File: config.mk
export PLATFORM = sky130hd
export DESIGN_NAME = line_raster_engine
export DESIGN_NICKNAME = d
export VERILOG_FILES = /design/src/rtl/line_raster_engine.sv
export SDC_FILE = /design/constraint.sdc
export NUM_CORES = 1
export LEC_CHECK = 0
export BUFFER_PORTS_ARGS = -buffer_cell sky130_fd_sc_hd__clkbuf_2
export CORE_MARGIN = 5
export CORE_UTILIZATION = 60
export CTS_BUF_LIST = sky130_fd_sc_hd__clkbuf_8
export CTS_CLUSTER_DIAMETER = 120
export CTS_CLUSTER_SIZE = 8
export DETAILED_ROUTE_END_ITERATION = 10
export PLACE_DENSITY = 0.77
export SLEW_MARGIN = 20
export SYNTH_ARGS = -nofsm -noshare
export SYNTH_HDL_FRONTEND = slang
export SYNTH_SLANG_ARGS = --single-unit
File: constraint.sdc
create_clock -name clk -period 23.5 [get_ports clk]
set_clock_uncertainty 0.05 [all_clocks]
set_input_delay 4.7 -clock clk [delete_from_list [all_inputs] [get_ports clk]]
set_output_delay 4.7 -clock clk [all_outputs]
set_load 0.1 [all_outputs]
File: src/rtl/line_raster_engine.sv
// Bresenham line rasteriser: buffers whole-line commands, walks one pixel per cycle and
// emits write-combined two-beat masked bursts to the DDR address/write-data FIFOs.
module line_raster_engine #(
  parameter int COORD_W       = 10,
  parameter int CMD_DEPTH     = 4,
  parameter int ENDPOINT_INCL = 1
) (
  input  logic                 clk,
  input  logic                 rst_n,
  input  logic                 cmd_valid,
  output logic                 cmd_ready,
  input  logic [2*COORD_W-1:0] cmd_p0,
  input  logic [2*COORD_W-1:0] cmd_p1,
  input  logic [23:0]          cmd_color,
  input  logic [31:0]          cmd_frame_base,
  input  logic                 af_full,
  input  logic                 wdf_full,
  output logic [30:0]          af_addr_din,
  output logic                 af_wr_en,
  output logic [127:0]         wdf_din,
  output logic [15:0]          wdf_mask_din,
  output logic                 wdf_wr_en,
  output logic                 busy,
  output logic [15:0]          lines_done
);

  localparam int AW      = $clog2(CMD_DEPTH);
  localparam int ENTRY_W = 4*COORD_W + 24 + 6;
  localparam int BLK_W   = 2*COORD_W + 5;
  localparam int ERR_W   = COORD_W + 2;

  localparam logic [COORD_W-1:0] C_ONE   = COORD_W'(1);
  localparam logic [COORD_W:0]   C_ONE_N = (COORD_W+1)'(1);
  localparam logic [COORD_W:0]   C_INCL  = (COORD_W+1)'(ENDPOINT_INCL);
  localparam logic [AW:0]        C_FULL  = (AW+1)'(CMD_DEPTH);
  localparam logic [AW-1:0]      C_PTR1  = AW'(1);
  localparam logic [AW:0]        C_CNT1  = (AW+1)'(1);

  typedef enum logic [2:0] {
    S_IDLE   = 3'd0,
    S_SETUP  = 3'd1,
    S_STEP   = 3'd2,
    S_BURST0 = 3'd3,
    S_BURST1 = 3'd4
  } state_t;

  state_t r_state;
  state_t w_state_next;

  // ---------------- command FIFO ----------------
  logic [ENTRY_W-1:0] r_mem [CMD_DEPTH];
  logic [AW-1:0]      r_wr_ptr;
  logic [AW-1:0]      r_rd_ptr;
  logic [AW:0]        r_count;
  logic               w_push;
  logic               w_pop;
  logic [ENTRY_W-1:0] w_push_data;
  logic               w_unused_base;

  // Only the 4 MB-aligned frame select bits reach the burst address.
  assign w_push_data   = {cmd_p0, cmd_p1, cmd_color, cmd_frame_base[27:22]};
  assign w_unused_base = ^{cmd_frame_base[31:28], cmd_frame_base[21:0]};
  assign cmd_ready     = (r_count != C_FULL);
  assign w_push        = cmd_valid && cmd_ready;
  assign w_pop         = (r_state == S_IDLE) && (r_count != '0);

  always_ff @(posedge clk) begin
    if (w_push) begin
      r_mem[r_wr_ptr] <= w_push_data;
    end
  end

  always_ff @(posedge clk or negedge rst_n) begin
    if (!rst_n) begin
      r_wr_ptr <= '0;
      r_rd_ptr <= '0;
      r_count  <= '0;
    end else begin
      if (w_push) r_wr_ptr <= r_wr_ptr + C_PTR1;
      if (w_pop)  r_rd_ptr <= r_rd_ptr + C_PTR1;
      case ({w_push, w_pop})
        2'b10:   r_count <= r_count + C_CNT1;
        2'b01:   r_count <= r_count - C_CNT1;
        default: r_count <= r_count;
      endcase
    end
  end

  // ---------------- working registers ----------------
  logic [COORD_W-1:0]     r_cx0, r_cy0, r_cx1, r_cy1;
  logic [23:0]            r_color;
  logic [5:0]             r_base;
  logic [COORD_W-1:0]     r_x, r_y, r_dx, r_dy;
  logic signed [ERR_W-1:0] r_err;
  logic                   r_steep;
  logic                   r_ystep_neg;
  logic [COORD_W:0]       r_remain;
  logic [31:0]            r_pending;
  logic [30:0]            r_burst_addr;
  logic [31:0]            r_burst_mask;
  logic                   r_line_last;
  logic [15:0]            r_lines;

  // ---------------- setup arithmetic ----------------
  logic [COORD_W-1:0] w_adx, w_ady;
  logic [COORD_W-1:0] w_sx0, w_sy0, w_sx1, w_sy1;
  logic [COORD_W-1:0] w_fx0, w_fy0, w_fx1, w_fy1;
  logic [COORD_W-1:0] w_dx, w_dy;
  logic               w_steep, w_swap, w_ystep_neg;
  logic [COORD_W:0]   w_npix;
  logic signed [ERR_W-1:0] w_err_init;

  assign w_adx   = (r_cx1 >= r_cx0) ? (r_cx1 - r_cx0) : (r_cx0 - r_cx1);
  assign w_ady   = (r_cy1 >= r_cy0) ? (r_cy1 - r_cy0) : (r_cy0 - r_cy1);
  assign w_steep = (w_ady > w_adx);

  // Steep lines are walked along y, so the major axis is always the incrementing "x".
  assign w_sx0 = w_steep ? r_cy0 : r_cx0;
  assign w_sy0 = w_steep ? r_cx0 : r_cy0;
  assign w_sx1 = w_steep ? r_cy1 : r_cx1;
  assign w_sy1 = w_steep ? r_cx1 : r_cy1;

  assign w_swap = (w_sx0 > w_sx1);
  assign w_fx0  = w_swap ? w_sx1 : w_sx0;
  assign w_fy0  = w_swap ? w_sy1 : w_sy0;
  assign w_fx1  = w_swap ? w_sx0 : w_sx1;
  assign w_fy1  = w_swap ? w_sy0 : w_sy1;

  assign w_dx        = w_fx1 - w_fx0;
  assign w_dy        = (w_fy1 >= w_fy0) ? (w_fy1 - w_fy0) : (w_fy0 - w_fy1);
  assign w_ystep_neg = !(w_fy1 > w_fy0);
  assign w_npix      = {1'b0, w_dx} + C_INCL;
  assign w_err_init  = $signed({3'b000, w_dx[COORD_W-1:1]});

  // ---------------- step arithmetic ----------------
  logic [COORD_W-1:0]      w_col, w_row, w_nx, w_ny, w_ncol, w_nrow;
  logic signed [ERR_W-1:0] w_e1, w_ne;
  logic                    w_take_y;
  logic [BLK_W-1:0]        w_cur_blk, w_next_blk;
  logic [30:0]             w_cur_addr;
  logic                    w_last, w_flush;
  logic [31:0]             w_clr;
  logic [31:0]             w_mask_new;

  assign w_col = r_steep ? r_y : r_x;
  assign w_row = r_steep ? r_x : r_y;

  assign w_nx     = r_x + C_ONE;
  assign w_e1     = r_err - $signed({2'b00, r_dy});
  assign w_take_y = w_e1[ERR_W-1];
  assign w_ny     = w_take_y ? (r_ystep_neg ? (r_y - C_ONE) : (r_y + C_ONE)) : r_y;
  assign w_ne     = w_take_y ? (w_e1 + $signed({2'b00, r_dx})) : w_e1;
  assign w_ncol   = r_steep ? w_ny : w_nx;
  assign w_nrow   = r_steep ? w_nx : w_ny;

  assign w_cur_blk  = {r_base, w_row, w_col[COORD_W-1:3], 2'b00};
  assign w_next_blk = {r_base, w_nrow, w_ncol[COORD_W-1:3], 2'b00};
  assign w_cur_addr = 31'(w_cur_blk);
  assign w_last     = (r_remain == C_ONE_N);
  assign w_flush    = w_last || (w_next_blk != w_cur_blk);

  // Pixel p of an 8-pixel block: beat p[2], nibble counted from the MSB by p[1:0].
  generate
    for (genvar gi = 0; gi < 8; gi++) begin : g_pix
      localparam int HI = (gi / 4) * 16 + 15 - 4 * (gi % 4);
      assign w_clr[HI -: 4] = {4{w_col[2:0] == 3'(gi)}};
    end
  endgenerate

  assign w_mask_new = r_pending & ~w_clr;

  // ---------------- FSM ----------------
  logic w_line_done;

  assign w_line_done = ((r_state == S_SETUP) && (w_npix == '0)) ||
                       ((r_state == S_BURST1) && !wdf_full && r_line_last);

  always_ff @(posedge clk or negedge rst_n) begin
    if (!rst_n) begin
      r_state <= S_IDLE;
    end else begin
      r_state <= w_state_next;
    end
  end

  always_comb begin
    w_state_next = r_state;
    af_wr_en     = 1'b0;
    wdf_wr_en    = 1'b0;
    wdf_mask_din = 16'hFFFF;
    case (r_state)
      S_IDLE: begin
        if (r_count != '0) w_state_next = S_SETUP;
      end
      S_SETUP: begin
        w_state_next = (w_npix == '0) ? S_IDLE : S_STEP;
      end
      S_STEP: begin
        if (w_flush) w_state_next = S_BURST0;
      end
      S_BURST0: begin
        if (!af_full && !wdf_full) begin
          af_wr_en     = 1'b1;
          wdf_wr_en    = 1'b1;
          wdf_mask_din = r_burst_mask[15:0];
          w_state_next = S_BURST1;
        end
      end
      S_BURST1: begin
        if (!wdf_full) begin
          wdf_wr_en    = 1'b1;
          wdf_mask_din = r_burst_mask[31:16];
          w_state_next = r_line_last ? S_IDLE : S_STEP;
        end
      end
      default: w_state_next = S_IDLE;
    endcase
  end

  // ---------------- datapath ----------------
  always_ff @(posedge clk or negedge rst_n) begin
    if (!rst_n) begin
      r_cx0        <= '0;
      r_cy0        <= '0;
      r_cx1        <= '0;
      r_cy1        <= '0;
      r_color      <= '0;
      r_base       <= '0;
      r_x          <= '0;
      r_y          <= '0;
      r_dx         <= '0;
      r_dy         <= '0;
      r_err        <= '0;
      r_steep      <= 1'b0;
      r_ystep_neg  <= 1'b0;
      r_remain     <= '0;
      r_pending    <= '1;
      r_burst_addr <= '0;
      r_burst_mask <= '1;
      r_line_last  <= 1'b0;
      r_lines      <= '0;
    end else begin
      case (r_state)
        S_IDLE: begin
          if (w_pop) begin
            {r_cx0, r_cy0, r_cx1, r_cy1, r_color, r_base} <= r_mem[r_rd_ptr];
          end
        end
        S_SETUP: begin
          r_x         <= w_fx0;
          r_y         <= w_fy0;
          r_dx        <= w_dx;
          r_dy        <= w_dy;
          r_err       <= w_err_init;
          r_steep     <= w_steep;
          r_ystep_neg <= w_ystep_neg;
          r_remain    <= w_npix;
          r_pending   <= '1;
        end
        S_STEP: begin
          r_x      <= w_nx;
          r_y      <= w_ny;
          r_err    <= w_ne;
          r_remain <= r_remain - C_ONE_N;
          if (w_flush) begin
            r_burst_addr <= w_cur_addr;
            r_burst_mask <= w_mask_new;
            r_pending    <= '1;
            r_line_last  <= w_last;
          end else begin
            r_pending <= w_mask_new;
          end
        end
        default: ;
      endcase
      if (w_line_done) r_lines <= r_lines + 16'd1;
    end
  end

  assign af_addr_din = r_burst_addr;
  assign wdf_din     = {4{8'h00, r_color}};
  assign busy        = (r_count != '0) || (r_state != S_IDLE);
  assign lines_done  = r_lines;

endmodule

== After elaboration in Yosys (flattened, before gate mapping) ==
Memory sizes are Yosys's and may differ from the RTL's. A register that Yosys moved wholly into a read port is not among the register bits.
Index checks and enable logic that the tools add are counted.
Cells by class
  add/sub/neg operators: 19
  multipliers: 0
  div/mod/pow operators: 0
  $lt $le $gt $ge: 6
  equal/unequal tests: 20
  shift operators: 0
  mux-type cells: 41
  bitwise gates (word level): 2
  reductions and logical operators: 23
Operator list (count)
  two-way mux 10 bit: 17
  subtractor 10 bit: 7
  case mux 32 bit (2 select lines): 1
  case mux 10 bit (2 select lines): 2
  AND 32 bit: 1
  two-way mux 16 bit: 2
  two-way mux 32 bit: 1
  NOT 32 bit: 1
  case mux 16 bit (2 select lines): 1
  greater-or-equal comparator 10 bit: 3
  > comparator 10 bit: 3
  case mux 12 bit (2 select lines): 1
  case mux 11 bit (2 select lines): 1
  adder 10 x 1 -> 10 bit, second input constant: 2
  inequality test 17 bit: 1
  adder 16 x 1 -> 16 bit, second input constant: 1
  == test 3 bit, second input constant: 5
  case mux 3 bit (5 select lines): 1
  adder 12 x 11 -> 12 bit: 1
  == test 3 x 2 -> 1 bit, second input constant: 4
  two-way mux 12 bit: 1
  two-way mux 3 bit: 4
  subtractor 12 x 11 -> 12 bit: 1
  adder 10 x 1 -> 11 bit, second input constant: 1
  other kinds (25): 48
Storage, ports and cells
  register bits after elaboration: 179
  bits in latches: 0
  bits in writable memories: 280
  ROM bits: 0
  output and inout port bits: 195
  logic and storage cells: 129
  memories: 1
Memory list
  r_mem: depth 4, width 70, rd ports 1, clocked after Yosys merged registers in 1, wr ports 1, RTL line 51  | logic [ENTRY_W-1:0] r_mem [CMD_DEPTH];

== Logic depth before layout (Yosys ltp) ==
Gate-level depths: netlist of run 1.
  depth after elaboration: 11
  mapped depth: 67

== Worst setup path before layout of run 1 ==
No wires, ideal clock.
  path type: register -> register
  start point: register r_cy1[0]
  end point: register r_dy[8]
  library setup time: 0.134 ns
  data arrival time: 11.400 ns
  slack: 11.916 ns
  cell stages (with the launch flop): 65
  path buffers: 9
  clock period less this slack: 11.584 ns
  cells stage by stage: dfrtp_1 inv_1 ha_1 inv_1 fa_1 a21o_1 a21oi_1 nand2_1 a21o_1 a21oi_1 o21bai_1 a21oi_1 o21bai_1 a21oi_1 clkbuf_1 mux2i_1 a21boi_0 o21ai_0 [... 29 more ...] fa_1 a21o_1 a21oi_1 o21bai_1 a21oi_1 o21bai_1 a21o_1 a21oi_1 o211ai_1 buf_1 mux2_2 a21oi_1 o21ai_0 nand2_1 nand2_1 a21boi_0 xor2_1 o21ai_0
Between the ends
  word-level cells in the longest chain between the ends: 8
RTL lines
  from (decl): RTL line 90  | logic [COORD_W-1:0] r_cx0, r_cy0, r_cx1, r_cy1;
  from (signal assigned): RTL line 246  | {r_cx0, r_cy0, r_cx1, r_cy1, r_color, r_base} <= r_mem[r_rd_ptr];
  subtractor 10 bit / greater-or-equal comparator 10 bit (equally long branches): RTL line 114  | assign w_ady = (r_cy1 >= r_cy0) ? (r_cy1 - r_cy0) : (r_cy0 - r_cy1);
  two-way mux 10 bit: RTL line 114
  > comparator 10 bit: RTL line 115  | assign w_steep = (w_ady > w_adx);
  two-way mux 10 bit, on equally long branches: RTL line 118, 120
  > comparator 10 bit: RTL line 123  | assign w_swap = (w_sx0 > w_sx1);
  two-way mux 10 bit, on equally long branches: RTL line 125, 127
  subtractor 10 bit / greater-or-equal comparator 10 bit (equally long branches): RTL line 130  | assign w_dy = (w_fy1 >= w_fy0) ? (w_fy1 - w_fy0) : (w_fy0 - w_fy1);
  two-way mux 10 bit *: RTL line 130
  to (signal assigned): RTL line 253  | r_dy <= w_dy;
  to (decl): RTL line 93  | logic [COORD_W-1:0] r_x, r_y, r_dx, r_dy;
Mark *: on every way between the ends. The rest lies on a longest branch, timed or not.
A chain may end at the register's enable or synchronous reset.

== Worst setup path in the final report of run 1 ==
Same ends and word-level chain as after synthesis.

==> results of run 1 <==
## critical path: cells and delay by family (launching register included)
kind                       cells  cell delay, ps
buffers and inverters          7            1230
DFF                            1             450
adders and majority gates      6            1860
AOI/OAI and AO/OA             30            6140
xor gates and xnor gates       2             280
muxes                          2             490
and+or+nand+nor               11            2240
## metrics by stage
step | setup slack, ps | utilization, % | cells | cell area (sq um) | hold slack [ps]
2_1_floorplan | 11920 | - | 2344 | 27600 | 400
3_3_place_gp | 10710 | 62.9 | 2990 | 28500 | 407
3_5_place_dp | 10460 | 62.9 | 2990 | 28500 | 412
4_1_cts | 10410 | 65.8 | 3123 | 29800 | 397
5_1_grt | 9610 | 65.8 | 3124 | 29800 | 430
6_report | 10590 | 65.8 | 3124 | 29800 | 412
## flip-flops by register name (all words and copies together) (netlist names), 10 cells and up
name / cells
r_mem: 280
r_burst_mask: 32
r_pending: 32
r_color: 24
af_addr_din: 23
lines_done: 16
r_err: 12
r_remain: 11
r_cx0: 10
r_cx1: 10
r_cy0: 10
r_cy1: 10
r_dx: 10
r_dy: 10
r_x: 10
r_y: 10
## placed cells by master (no fill, tap or decap), types with 8 or more instances in the layout
cell type,Yosys,routed
sky130_fd_sc_hd__o21bai_1,23,23
sky130_fd_sc_hd__edfxtp_1,280,280
sky130_fd_sc_hd__nand3_1,52,52
sky130_fd_sc_hd__dfstp_2,64,64
sky130_fd_sc_hd__a211oi_1,10,10
sky130_fd_sc_hd__nor3_1,21,21
sky130_fd_sc_hd__mux4_2,70,70
sky130_fd_sc_hd__a21oi_1,107,107
sky130_fd_sc_hd__xnor2_1,49,49
sky130_fd_sc_hd__nor2b_1,9,9
sky130_fd_sc_hd__dfrtp_1,185,183
sky130_fd_sc_hd__nand2_1,254,252
sky130_fd_sc_hd__mux2_2,87,87
sky130_fd_sc_hd__nor4_1,17,16
sky130_fd_sc_hd__o211ai_1,17,17
sky130_fd_sc_hd__nor2_1,103,102
sky130_fd_sc_hd__conb_1,1,40
sky130_fd_sc_hd__buf_4,112,25
sky130_fd_sc_hd__o21ai_0,166,166
sky130_fd_sc_hd__clkbuf_8,0,78
sky130_fd_sc_hd__a21o_1,64,64
sky130_fd_sc_hd__ha_1,115,115
sky130_fd_sc_hd__clkbuf_2,0,228
sky130_fd_sc_hd__o21a_1,8,8
sky130_fd_sc_hd__mux2i_1,53,53
sky130_fd_sc_hd__a31oi_1,14,14
sky130_fd_sc_hd__or3_1,12,12
sky130_fd_sc_hd__inv_1,125,176
sky130_fd_sc_hd__fa_1,10,10
sky130_fd_sc_hd__o221ai_1,11,11
sky130_fd_sc_hd__xor2_1,32,32
sky130_fd_sc_hd__nand2b_1,9,9
sky130_fd_sc_hd__nand4_1,11,11
sky130_fd_sc_hd__and3_1,16,12
## cell type report
| cell class | instances | area share [%] |
|---|---|---|
| clock buffers | 78 | 3.60 |
| clock inverters | 55 | 0.785 |
| inverters | 125 | 1.57 |
| multi-input cells | 1482 | 37.6 |
| flip-flops and latches | 529 | 49.4 |
| well taps | 600 | 2.52 |
| repair buffers | 255 | 4.53 |
## path summary, 6_finish.rpt
check,start,slack [ps],end
worst min-delay path,r_pending[24],410,r_burst_mask[24]
worst min register to register,r_pending[24],410,r_burst_mask[24]
worst max register to register,r_cy1[0],10590,r_dy[8]
min in group asynchronous,rst_n,4000,r_dx[2]
max in group asynchronous,rst_n,17790,lines_done[15]
worst max-delay path,r_cy1[0],10590,r_dy[8]
## cells by family after synthesis
group | count (synthesis) | share of synthesized area (%)
AOI/OAI and AO/OA | 486 | 11.2
xor gates and xnor gates | 82 | 2.69
adders and majority gates | 125 | 5.98
buffers and inverters | 333 | 6.18
DFF | 529 | 53.7
muxes | 210 | 11.3
other | 1 | 0.0137
and+or+nand+nor | 539 | 9.03
## metal layers
metal	share of wire [%]	GRT usage [%]	vias up
met4	2.7	7.59	6
met2	49	40.9	516
li1	-	-	8535
met3	5.3	4.78	103
met5	0.068	0	-
met1	43	33.6	9056
==> impl_results.html, run 1 <==
<table>
<tr><th>Metric</th><th>Value</th></tr>
<tr><th colspan="2">GRT</th></tr>
<tr><td>Overflow after GRT</td><td>0</td></tr>
<tr><td>Maximum number of pins on one net before global-route repair</td><td>109</td></tr>
<tr><td>Number of global-route vias before repair</td><td>18300</td></tr>
<tr><td>GRT Util Overall</td><td>24.7%</td></tr>
<tr><td>Number of antenna violations at the first check in global routing</td><td>3</td></tr>
<tr><td>First-pass GRT wire length</td><td>99000 um</td></tr>
<tr><th colspan="2">Floorplanning</th></tr>
<tr><td>I/O pin count</td><td>296</td></tr>
<tr><td>Number of placement rows</td><td>78</td></tr>
<tr><td>Width of the chip</td><td>224 um</td></tr>
<tr><td>Die outline area</td><td>50100 sq um</td></tr>
<tr><td>Y dimension of the die</td><td>224 um</td></tr>
<tr><td>Total core area</td><td>45300 sq um</td></tr>
<tr><td>Effective utilization at floorplan</td><td>60.6%</td></tr>
<tr><th colspan="2">Critical path</th></tr>
<tr><td>Worst-path maximum fanout</td><td>37</td></tr>
<tr><td>Data required time of the worst path</td><td>23960 ps</td></tr>
<tr><td>Critical path's largest stage delay</td><td>940 ps</td></tr>
<tr><td>Nature of the critical path endpoint</td><td>flip-flop</td></tr>
<tr><td>Data arrival time of the worst path</td><td>13370 ps</td></tr>
<tr><td>CP max-delay cell</td><td>sky130_fd_sc_hd__o21ai_0</td></tr>
<tr><td>Setup crit start kind</td><td>flip-flop</td></tr>
<tr><td>Most frequent CP cell</td><td>sky130_fd_sc_hd__a21oi_1</td></tr>
<tr><td>Path depth of the worst reg2reg path</td><td>58</td></tr>
<tr><td>Worst setup path class</td><td>reg -&gt; reg</td></tr>
<tr><th colspan="2">Clock tree</th></tr>
<tr><td>CTS Root Buffer Type</td><td>sky130_fd_sc_hd__clkbuf_8</td></tr>
<tr><td>Latest clock arrival within the worst-skew pair</td><td>660 ps</td></tr>
<tr><td>CTS tree</td><td>built</td></tr>
<tr><td>Hold buffer count at CTS</td><td>0</td></tr>
<tr><td>CTS clk-pin slew, worst paths</td><td>70 ps</td></tr>
<tr><td>Number of resized instances in the post-cts repair step</td><td>0</td></tr>
<tr><td>Number of H-tree levels</td><td>3</td></tr>
<tr><td>Maximum buffer depth of the clock tree</td><td>3</td></tr>
<tr><td>Clock tree sinks</td><td>529</td></tr>
<tr><td>Postcts setup bufs</td><td>0</td></tr>
<tr><td>Clock buffer count from CTS</td><td>76</td></tr>
<tr><th colspan="2">Layout</th></tr>
<tr><td>Layout cells sized above 1</td><td>23.8%</td></tr>
<tr><td>Sequential cell area</td><td>14700 sq um</td></tr>
<tr><td>Filler Cell Count</td><td>3362</td></tr>
<tr><td>Post-layout nets</td><td>2695</td></tr>
<tr><td>Syn-to-layout area delta</td><td>8.64%</td></tr>
<tr><td>Multi-input logic area</td><td>11200 sq um</td></tr>
<tr><td>Diodes inserted</td><td>0</td></tr>
<tr><th colspan="2">STA</th></tr>
<tr><td>Aggregate negative setup slack</td><td>0 ps</td></tr>
<tr><td>Measured slew at the worst slew-check pin</td><td>1220 ps</td></tr>
<tr><td>Crit path time final</td><td>12910 ps</td></tr>
<tr><td>Max transition margin</td><td>18.1%</td></tr>
<tr><td>Total count of hold-check failures in the final report</td><td>0</td></tr>
<tr><td>Final setup fails</td><td>0</td></tr>
<tr><td>FMAX</td><td>77.4 MHz</td></tr>
<tr><td>Max-slew violations</td><td>0</td></tr>
<tr><td>Part of the cycle the worst path needs</td><td>55.0%</td></tr>
<tr><td>Setup repair after global routing missed its margin</td><td>false</td></tr>
<tr><th colspan="2">Logic synthesis</th></tr>
<tr><td>Most used standard cell by instance count after synthesis</td><td>sky130_fd_sc_hd__edfxtp_1</td></tr>
<tr><td>Most numerous cell types in the synthesized netlist</td><td>sky130_fd_sc_hd__edfxtp_1, sky130_fd_sc_hd__nand2_1, sky130_fd_sc_hd__dfrtp_1, sky130_fd_sc_hd__o21ai_0, sky130_fd_sc_hd__inv_1</td></tr>
<tr><td>Netlist area before placement</td><td>27400 sq um</td></tr>
<tr><td>Cell accounting for the most synthesized area</td><td>sky130_fd_sc_hd__edfxtp_1</td></tr>
<tr><td>Area contributors post-synth</td><td>sky130_fd_sc_hd__edfxtp_1, sky130_fd_sc_hd__dfrtp_1, sky130_fd_sc_hd__dfstp_2</td></tr>
<tr><td>YS warnings</td><td>0</td></tr>
<tr><td>Number of instances in the synthesized netlist</td><td>2305</td></tr>
<tr><td>Fraction of the yosys area taken by sequential cells</td><td>53.7%</td></tr>
<tr><td>Count of state elements after synthesis</td><td>529</td></tr>
<tr><td>Synth Area per Inst</td><td>11.9 sq um</td></tr>
<tr><td>Unique cell type count in the Yosys netlist</td><td>82</td></tr>
<tr><td>Proportion of register bits with asynchronous set or reset after synthesis</td><td>47.1%</td></tr>
<tr><td>Count of flip-flops with a built-in enable after synthesis</td><td>280</td></tr>
<tr><td>Area fraction of the dominant cell type after synthesis</td><td>30.7%</td></tr>
<tr><td>Main synth FF type</td><td>sky130_fd_sc_hd__edfxtp_1</td></tr>
<tr><th colspan="2">Routing</th></tr>
<tr><td>Via count</td><td>18200</td></tr>
<tr><td>Via count normalized by instance count</td><td>5.83</td></tr>
<tr><td>First DRT Iteration DRCs</td><td>1365</td></tr>
<tr><td>Remaining routing DRC violations</td><td>0</td></tr>
<tr><td>Total length of routed wires</td><td>61700 um</td></tr>
<tr><td>TritonRoute pass-1 iters</td><td>6</td></tr>
<tr><td>Residual antenna-violating net count after detailed routing</td><td>0</td></tr>
<tr><td>Detail-routed net length per standard cell</td><td>19.8 um</td></tr>
<tr><th colspan="2">Placed design</th></tr>
<tr><td>Gp weighted congestion</td><td>0.883</td></tr>
<tr><td>Count of buffers inserted at the top-level ports</td><td>229</td></tr>
<tr><td>Total half-perimeter wirelength after legalization and detailed placement</td><td>42900 um</td></tr>
<tr><th colspan="2">Worst hold path</th></tr>
<tr><td>Type of the most critical hold path</td><td>reg -&gt; reg</td></tr>
<tr><td>Min-Delay Path Depth</td><td>2</td></tr>
<tr><th colspan="2">Outcome</th></tr>
<tr><td>Status</td><td>complete, no violations</td></tr>
<tr><th colspan="2">Flow run</th></tr>
<tr><td>Max Cap Viol</td><td>0</td></tr>
</table>
Power of run 1 is left out: the tool's default activity adds up to more than one toggle a clock period on the data nets, which glitch-free logic cannot reach.
==> inputs of run 2 (changes only) <==
- ABC_AREA: default -> 1
- clock period: 23.5 -> 13.5 ns (I/O delays scaled with it)
==> impl_results.html, run 2 <==
<table>
<tr><th>Metric</th><th>Value</th></tr>
<tr><th colspan="2">Outcome</th></tr>
<tr><td>Status</td><td>complete, no violations</td></tr>
<tr><th colspan="2">Floorplanning</th></tr>
<tr><td>Width of the chip</td><td>227 um</td></tr>
<tr><td>Y dimension of the die</td><td>227 um</td></tr>
<tr><td>I/O pin count</td><td>296</td></tr>
<tr><td>Total core area</td><td>46500 sq um</td></tr>
<tr><td>Number of placement rows</td><td>79</td></tr>
<tr><td>Die outline area</td><td>51400 sq um</td></tr>
<tr><td>Effective utilization at floorplan</td><td>60.6%</td></tr>
<tr><th colspan="2">Layout</th></tr>
<tr><td>Filler Cell Count</td><td>3659</td></tr>
<tr><td>Number of flip-flops in the largest register</td><td>280</td></tr>
<tr><td>Sequential cell area</td><td>14700 sq um</td></tr>
<tr><td>Commonest non-fill, non-tap cell in the layout</td><td>sky130_fd_sc_hd__nand2_1</td></tr>
<tr><td>Number of standard cells in the layout, taps in and fillers out</td><td>3888</td></tr>
<tr><td>Multi-input logic area</td><td>11100 sq um</td></tr>
<tr><td>Syn-to-layout area delta</td><td>7.85%</td></tr>
<tr><td>Layout cells sized above 1</td><td>14.7%</td></tr>
<tr><td>Largest regs</td><td>r_mem (280), r_burst_mask (32), r_pending (32)</td></tr>
<tr><td>Post-layout nets</td><td>3459</td></tr>
<tr><td>Largest reg by FF count</td><td>r_mem</td></tr>
<tr><td>Commonest cells after routing, fill and taps aside</td><td>sky130_fd_sc_hd__nand2_1, sky130_fd_sc_hd__o21ai_0, sky130_fd_sc_hd__inv_1</td></tr>
<tr><th colspan="2">Critical path</th></tr>
<tr><td>Critical R2R Launch</td><td>r_cy0[2]</td></tr>
<tr><td>Number of buffers and inverters on the critical path</td><td>5</td></tr>
<tr><td>Nature of the critical path endpoint</td><td>flip-flop</td></tr>
<tr><td>Worst setup path class</td><td>reg -&gt; reg</td></tr>
<tr><td>Most frequent CP cell</td><td>sky130_fd_sc_hd__o21ai_0</td></tr>
<tr><td>Data arrival time of the worst path</td><td>11150 ps</td></tr>
<tr><td>Path depth of the worst reg2reg path</td><td>45</td></tr>
<tr><td>Worst-path maximum fanout</td><td>81</td></tr>
<tr><td>Setup crit start kind</td><td>flip-flop</td></tr>
<tr><td>Reg-to-reg setup timing slack</td><td>2900 ps</td></tr>
<tr><td>Reg-to-reg endpoint</td><td>r_dy[9]</td></tr>
<tr><td>Delay-heaviest family, CP</td><td>compound AO/OA/AOI/OAI gates</td></tr>
<tr><td>CP max-delay cell</td><td>sky130_fd_sc_hd__o21ai_0</td></tr>
<tr><td>Data required time of the worst path</td><td>14040 ps</td></tr>
<tr><td>Critical path's largest stage delay</td><td>770 ps</td></tr>
<tr><th colspan="2">Worst hold path</th></tr>
<tr><td>Endpoint with the worst hold slack</td><td>af_addr_din[13]</td></tr>
<tr><td>Launch instance of the worst min-delay path</td><td>af_addr_din[13]</td></tr>
<tr><td>Min-Delay Path Depth</td><td>2</td></tr>
<tr><td>Type of the most critical hold path</td><td>reg -&gt; reg</td></tr>
<tr><th colspan="2">Placed design</th></tr>
<tr><td>Total half-perimeter wirelength after legalization and detailed placement</td><td>46400 um</td></tr>
<tr><td>Cell total after placement</td><td>3761</td></tr>
<tr><td>Gp weighted congestion</td><td>0.986</td></tr>
<tr><td>Count of buffers inserted at the top-level ports</td><td>229</td></tr>
<tr><th colspan="2">Logic synthesis</th></tr>
<tr><td>Most numerous cell types in the synthesized netlist</td><td>sky130_fd_sc_hd__nand2_1, sky130_fd_sc_hd__o21ai_0, sky130_fd_sc_hd__nor2_1, sky130_fd_sc_hd__inv_1, sky130_fd_sc_hd__edfxtp_1</td></tr>
<tr><td>Unique cell type count in the Yosys netlist</td><td>59</td></tr>
<tr><td>Area contributors post-synth</td><td>sky130_fd_sc_hd__edfxtp_1, sky130_fd_sc_hd__dfrtp_1, sky130_fd_sc_hd__nand2_1</td></tr>
<tr><td>Netlist area before placement</td><td>28200 sq um</td></tr>
<tr><td>Fraction of the yosys area taken by sequential cells</td><td>52.3%</td></tr>
<tr><td>Area fraction of the dominant cell type after synthesis</td><td>29.9%</td></tr>
<tr><td>Count of state elements after synthesis</td><td>529</td></tr>
<tr><td>Cell accounting for the most synthesized area</td><td>sky130_fd_sc_hd__edfxtp_1</td></tr>
<tr><td>Most used standard cell by instance count after synthesis</td><td>sky130_fd_sc_hd__nand2_1</td></tr>
<tr><td>YS warnings</td><td>0</td></tr>
<tr><td>Main synth FF type</td><td>sky130_fd_sc_hd__edfxtp_1</td></tr>
<tr><td>Proportion of register bits with asynchronous set or reset after synthesis</td><td>47.1%</td></tr>
<tr><td>Count of flip-flops with a built-in enable after synthesis</td><td>280</td></tr>
<tr><td>Synth Area per Inst</td><td>9.06 sq um</td></tr>
<tr><td>Number of instances in the synthesized netlist</td><td>3110</td></tr>
<tr><th colspan="2">Clock tree</th></tr>
<tr><td>Clock tree sinks</td><td>529</td></tr>
<tr><td>Postcts setup bufs</td><td>0</td></tr>
<tr><td>Maximum buffer depth of the clock tree</td><td>3</td></tr>
<tr><td>CTS Root Buffer Type</td><td>sky130_fd_sc_hd__clkbuf_8</td></tr>
<tr><td>Latest clock arrival within the worst-skew pair</td><td>680 ps</td></tr>
<tr><td>CTS tree</td><td>built</td></tr>
<tr><td>Hold buffer count at CTS</td><td>0</td></tr>
<tr><td>Number of H-tree levels</td><td>3</td></tr>
<tr><td>Number of resized instances in the post-cts repair step</td><td>0</td></tr>
<tr><td>CTS clk-pin slew, worst paths</td><td>60 ps</td></tr>
<tr><td>Clock buffer count from CTS</td><td>76</td></tr>
<tr><th colspan="2">Routing</th></tr>
<tr><td>Residual antenna-violating net count after detailed routing</td><td>0</td></tr>
<tr><td>Detail-routed net length per standard cell</td><td>17.8 um</td></tr>
<tr><td>First DRT Iteration DRCs</td><td>1935</td></tr>
<tr><td>Remaining routing DRC violations</td><td>0</td></tr>
<tr><td>TritonRoute pass-1 iters</td><td>6</td></tr>
<tr><td>Total length of routed wires</td><td>69200 um</td></tr>
<tr><td>Via count</td><td>22100</td></tr>
<tr><td>Via count normalized by instance count</td><td>5.69</td></tr>
<tr><th colspan="2">STA</th></tr>
<tr><td>Measured slew at the worst slew-check pin</td><td>1050 ps</td></tr>
<tr><td>FMAX</td><td>94.3 MHz</td></tr>
<tr><td>Max-slew violations</td><td>0</td></tr>
<tr><td>Aggregate negative setup slack</td><td>0 ps</td></tr>
<tr><td>Setup repair after global routing missed its margin</td><td>false</td></tr>
<tr><td>Max transition margin</td><td>30.1%</td></tr>
<tr><td>Part of the cycle the worst path needs</td><td>78.6%</td></tr>
<tr><td>Final setup fails</td><td>0</td></tr>
<tr><td>Crit path time final</td><td>10600 ps</td></tr>
<tr><td>Total count of hold-check failures in the final report</td><td>0</td></tr>
<tr><th colspan="2">GRT</th></tr>
<tr><td>Met2 track demand over resource</td><td>43.5%</td></tr>
<tr><td>GRT Util Overall</td><td>26.4%</td></tr>
<tr><td>Overflow after GRT</td><td>0</td></tr>
<tr><td>Most heavily used metal layer in global routing</td><td>met2</td></tr>
<tr><td>GRT met1 Usage</td><td>34.9%</td></tr>
<tr><td>Met3 global-route usage</td><td>5.84%</td></tr>
<tr><td>Maximum number of pins on one net before global-route repair</td><td>111</td></tr>
<tr><td>First-pass GRT wire length</td><td>109000 um</td></tr>
<tr><td>Number of antenna violations at the first check in global routing</td><td>6</td></tr>
<tr><td>Number of global-route vias before repair</td><td>21500</td></tr>
<tr><th colspan="2">Flow run</th></tr>
<tr><td>Max Cap Viol</td><td>0</td></tr>
</table>
run 2: cell types whose count changed after synthesis, moves of 46 or more:
cell	before	now
sky130_fd_sc_hd__nand3_1	52	98
sky130_fd_sc_hd__nand2_1	254	620
sky130_fd_sc_hd__o21ai_0	166	455
sky130_fd_sc_hd__a21o_1	64	5
sky130_fd_sc_hd__mux2i_1	53	6
sky130_fd_sc_hd__mux4_2	70	0
sky130_fd_sc_hd__nor2_1	103	305
sky130_fd_sc_hd__o22ai_1	4	52
sky130_fd_sc_hd__mux2_2	87	2
sky130_fd_sc_hd__inv_1	125	296
run 2: cell type report:
cell class,instances,share of cell area [%]
tap,607,2.50
multi-input combinational,2072,36.6
inverter,302,3.74
antenna,2,0.0165
clock inverter,48,0.799
timing repair buffer,252,4.42
clock buffer,76,3.44
sequential,529,48.5
run 2: cell families (layout without fill, tap and decap cells):
family / count (synthesis) / after routing / synth area share [%]
buffers and inverters: 548 / 678 / 8.93
xor gates and xnor gates: 81 / 81 / 2.55
other: 1 / 42 / 0.0133
AOI/OAI and AO/OA: 708 / 708 / 13.8
and+or+nand+nor: 1110 / 1110 / 16.3
muxes: 8 / 8 / 0.293
adders and majority gates: 125 / 125 / 5.82
DFF: 529 / 529 / 52.3
run 2: worst register-to-register path: cells and delay by family (launching register included):
| family | cells | cell delay [ps] |
|---|---|---|
| AO/OA/AOI/OAI | 15 | 4070 |
| flip-flops | 1 | 380 |
| buffers and inverters | 5 | 400 |
| AND/OR/NAND/NOR | 18 | 3300 |
| XOR/XNOR | 2 | 460 |
| multiplexers | 1 | 200 |
| adder cells (fa/ha/maj) | 4 | 1660 |
run 2: per-stage QoR:
| stage | cell area (sq um) | setup WS (ps) | util [%] | hold slack [ps] |
|---|---|---|---|---|
| 6_report | 30400 | 2900 | 65.4 | 431 |
| 5_1_grt | 30400 | 1890 | 65.4 | 456 |
| 4_1_cts | 30300 | 3150 | 65.3 | 434 |
| 3_5_place_dp | 29100 | 3180 | 62.6 | 419 |
| 3_3_place_gp | 29100 | 3430 | 62.6 | 412 |
| 2_1_floorplan | 28300 | 5120 | - | 403 |
run 2: worst max-delay path by stage:
stage	from	to	slack, ps	cells after the start
detailed placement	r_cy0[2]	r_dy[9]	3180	42
floorplan	r_cy1[0]	r_dy[6]	5120	60
global placement	r_cy0[2]	r_dy[9]	3430	42
global route	r_cy0[2]	r_dy[9]	1890	48
finish	r_cy0[2]	r_dy[9]	2900	45
CTS	r_cy0[2]	r_dy[9]	3150	42
run 2: metal layers:
layer | vias to the layer above | wire length, um
li1 | 10500 | -
met1 | 10500 | 28100
met2 | 890 | 33300
met3 | 182 | 5500
met4 | 8 | 2180
met5 | - | 61
Power of run 2 is left out for the same reason.
==> inputs of run 3 (changes only) <==
- ABC_AREA: 1 -> 0
- CORE_UTILIZATION: 60 -> 55
- PLACE_DENSITY: 0.77 -> 0.74
- clock period: 13.5 -> 8.95 ns (I/O delays scaled with it)
==> impl_results.html, run 3 (same netlist as run 1, synthesis figures left out) <==
<table>
<tr><th>Metric</th><th>Value</th></tr>
<tr><th colspan="2">Outcome</th></tr>
<tr><td>Status</td><td>complete, but fails checks</td></tr>
<tr><td>Violations in the final reports</td><td>setup timing</td></tr>
<tr><th colspan="2">GRT</th></tr>
<tr><td>Maximum number of pins on one net before global-route repair</td><td>126</td></tr>
<tr><td>Number of antenna violations at the first check in global routing</td><td>3</td></tr>
<tr><td>GRT Util Overall</td><td>25.5%</td></tr>
<tr><td>Overflow after GRT</td><td>0</td></tr>
<tr><td>First-pass GRT wire length</td><td>110000 um</td></tr>
<tr><td>Number of global-route vias before repair</td><td>20600</td></tr>
<tr><th colspan="2">Clock tree</th></tr>
<tr><td>CTS clk-pin slew, worst paths</td><td>80 ps</td></tr>
<tr><td>Maximum buffer depth of the clock tree</td><td>3</td></tr>
<tr><td>Clock buffer count from CTS</td><td>76</td></tr>
<tr><td>CTS tree</td><td>built</td></tr>
<tr><td>Latest clock arrival within the worst-skew pair</td><td>680 ps</td></tr>
<tr><td>Number of H-tree levels</td><td>3</td></tr>
<tr><td>Clock tree sinks</td><td>529</td></tr>
<tr><td>CTS Root Buffer Type</td><td>sky130_fd_sc_hd__clkbuf_8</td></tr>
<tr><th colspan="2">Critical path</th></tr>
<tr><td>Nature of the critical path endpoint</td><td>flip-flop</td></tr>
<tr><td>Worst-path maximum fanout</td><td>5</td></tr>
<tr><td>Critical path's largest stage delay</td><td>530 ps</td></tr>
<tr><td>Data required time of the worst path</td><td>9480 ps</td></tr>
<tr><td>Setup crit start kind</td><td>flip-flop</td></tr>
<tr><td>CP max-delay cell</td><td>sky130_fd_sc_hd__or4b_4</td></tr>
<tr><td>Worst setup path class</td><td>reg -&gt; reg</td></tr>
<tr><td>Data arrival time of the worst path</td><td>10610 ps</td></tr>
<tr><th colspan="2">STA</th></tr>
<tr><td>Max-slew violations</td><td>0</td></tr>
<tr><td>Setup repair after global routing missed its margin</td><td>true</td></tr>
<tr><td>Hold_ws</td><td>419 ps</td></tr>
<tr><td>Total count of hold-check failures in the final report</td><td>0</td></tr>
<tr><td>Max transition margin</td><td>27.4%</td></tr>
<tr><td>Final setup fails</td><td>33</td></tr>
<tr><td>FMAX</td><td>99.2 MHz</td></tr>
<tr><td>Part of the cycle the worst path needs</td><td>113%</td></tr>
<tr><td>Measured slew at the worst slew-check pin</td><td>1090 ps</td></tr>
<tr><td>Crit path time final</td><td>10080 ps</td></tr>
<tr><td>Final critical-path setup slack</td><td>-1130 ps</td></tr>
<tr><th colspan="2">Layout</th></tr>
<tr><td>Filler Cell Count</td><td>3381</td></tr>
<tr><td>Final core utilization</td><td>69.1%</td></tr>
<tr><td>Syn-to-layout area delta</td><td>23.9%</td></tr>
<tr><td>Number of standard cells in the layout, taps in and fillers out</td><td>3553</td></tr>
<tr><td>Post-layout nets</td><td>3058</td></tr>
<tr><td>Largest regs</td><td>r_mem (280), r_burst_mask (32), r_pending (32)</td></tr>
<tr><td>Number of flip-flops in the largest register</td><td>280</td></tr>
<tr><td>Commonest cells after routing, fill and taps aside</td><td>sky130_fd_sc_hd__buf_4, sky130_fd_sc_hd__edfxtp_1, sky130_fd_sc_hd__nand2_1</td></tr>
<tr><td>Commonest non-fill, non-tap cell in the layout</td><td>sky130_fd_sc_hd__buf_4</td></tr>
<tr><td>Largest reg by FF count</td><td>r_mem</td></tr>
<tr><td>Layout cells sized above 1</td><td>38.6%</td></tr>
<tr><th colspan="2">Floorplanning</th></tr>
<tr><td>Y dimension of the die</td><td>233 um</td></tr>
<tr><td>Width of the chip</td><td>233 um</td></tr>
<tr><td>Number of placement rows</td><td>81</td></tr>
<tr><td>Total core area</td><td>49200 sq um</td></tr>
<tr><td>Die outline area</td><td>54400 sq um</td></tr>
<tr><td>Effective utilization at floorplan</td><td>55.8%</td></tr>
<tr><td>I/O pin count</td><td>296</td></tr>
<tr><th colspan="2">Routing</th></tr>
<tr><td>Total length of routed wires</td><td>69800 um</td></tr>
<tr><td>Via count</td><td>19900</td></tr>
<tr><td>Detail-routed net length per standard cell</td><td>19.6 um</td></tr>
<tr><td>Via count normalized by instance count</td><td>5.61</td></tr>
<tr><td>TritonRoute pass-1 iters</td><td>5</td></tr>
<tr><td>Remaining routing DRC violations</td><td>0</td></tr>
<tr><td>Residual antenna-violating net count after detailed routing</td><td>0</td></tr>
<tr><td>First DRT Iteration DRCs</td><td>1497</td></tr>
<tr><th colspan="2">Worst hold path</th></tr>
<tr><td>Type of the most critical hold path</td><td>reg -&gt; reg</td></tr>
<tr><th colspan="2">Placed design</th></tr>
<tr><td>Cell total after placement</td><td>3322</td></tr>
<tr><td>Total half-perimeter wirelength after legalization and detailed placement</td><td>46400 um</td></tr>
<tr><td>Count of buffers inserted at the top-level ports</td><td>229</td></tr>
<tr><td>Gp weighted congestion</td><td>0.921</td></tr>
<tr><th colspan="2">Flow run</th></tr>
<tr><td>Max Cap Viol</td><td>0</td></tr>
</table>
[run 3: changes by cell type in the layout (fill, tap and decap cells not counted), moves of 22 or more]
| cell | delta |
|---|---|
| sky130_fd_sc_hd__a21o_1 | +59 |
| sky130_fd_sc_hd__mux4_2 | +70 |
| sky130_fd_sc_hd__o21ai_0 | -316 |
| sky130_fd_sc_hd__nand2_1 | -377 |
| sky130_fd_sc_hd__inv_1 | -165 |
| sky130_fd_sc_hd__o22ai_1 | -48 |
| sky130_fd_sc_hd__mux2_2 | +84 |
| sky130_fd_sc_hd__nand2_2 | -26 |
| sky130_fd_sc_hd__mux2i_1 | +36 |
| sky130_fd_sc_hd__xor2_1 | -22 |
| sky130_fd_sc_hd__buf_6 | +30 |
| sky130_fd_sc_hd__nand3_1 | -51 |
| sky130_fd_sc_hd__nor2_1 | -210 |
| sky130_fd_sc_hd__buf_4 | +324 |
[run 3: path summary, 6_finish.rpt]
path	slack, ps	depth (start not counted)	from	end
setup / recovery	-1130	51	r_cy1[0]	lines_done[13]
hold / removal	420	2	r_pending[19]	r_burst_mask[19]
setup reg to reg	-1130	51	r_cy1[0]	lines_done[13]
hold reg to reg	420	2	r_pending[19]	r_burst_mask[19]
max in group asynchronous	6270	2	rst_n	r_rd_ptr[0]
min in group asynchronous	1170	1	rst_n	r_remain[2]
[run 3: area by class of cell]
class | instances | area, sq um | share of cell area (%)
inverter | 125 | 472 | 1.39
clock inverter | 57 | 258 | 0.758
multi-input combinational | 1483 | 12300 | 36.2
antenna | 1 | 2.50 | 0.00736
tap | 664 | 831 | 2.44
sequential | 529 | 14700 | 43.3
clock buffer | 77 | 1060 | 3.12
timing repair buffer | 617 | 4350 | 12.8
[run 3: metal layers]
layer	part of all wire [%]	wire length, um	track usage (%)
met1	41	28600	33.1
met2	50	35000	43.3
met3	5.7	3950	4.96
met4	3.2	2240	8.64
met5	0.036	25	0
[run 3: through the flow]
stage | TNS [ps] | instance area [sq um] | setup WS [ps]
floorplan | -21560 | 27800 | -1090
global placement | -27510 | 30800 | -1240
detailed placement | -34400 | 30800 | -1440
CTS | -23120 | 33300 | -1020
global route | -45820 | 34000 | -1630
finish | -25830 | 34000 | -1130
[run 3: repair_timing]
action / CTS / global route
gates cloned: 5 / 1
pin swaps: 61 / 66
endpoints found under the setup margin: 36 / 48
resized for setup: 110 / 130
buffers inserted: 92 / 24
hold buffers: 0 / 0
[run 3: worst max-delay path: cells and delay by family, from the launching register on]
kind            cells  cell delay, ps
compound gates     17            2830
simple gates       17            3640
buf+inv             8            1050
fa+ha+maj           5            1290
xor+xnor            2             350
mux                 2             340
flops               1             390
Power of run 3 is left out for the same reason.
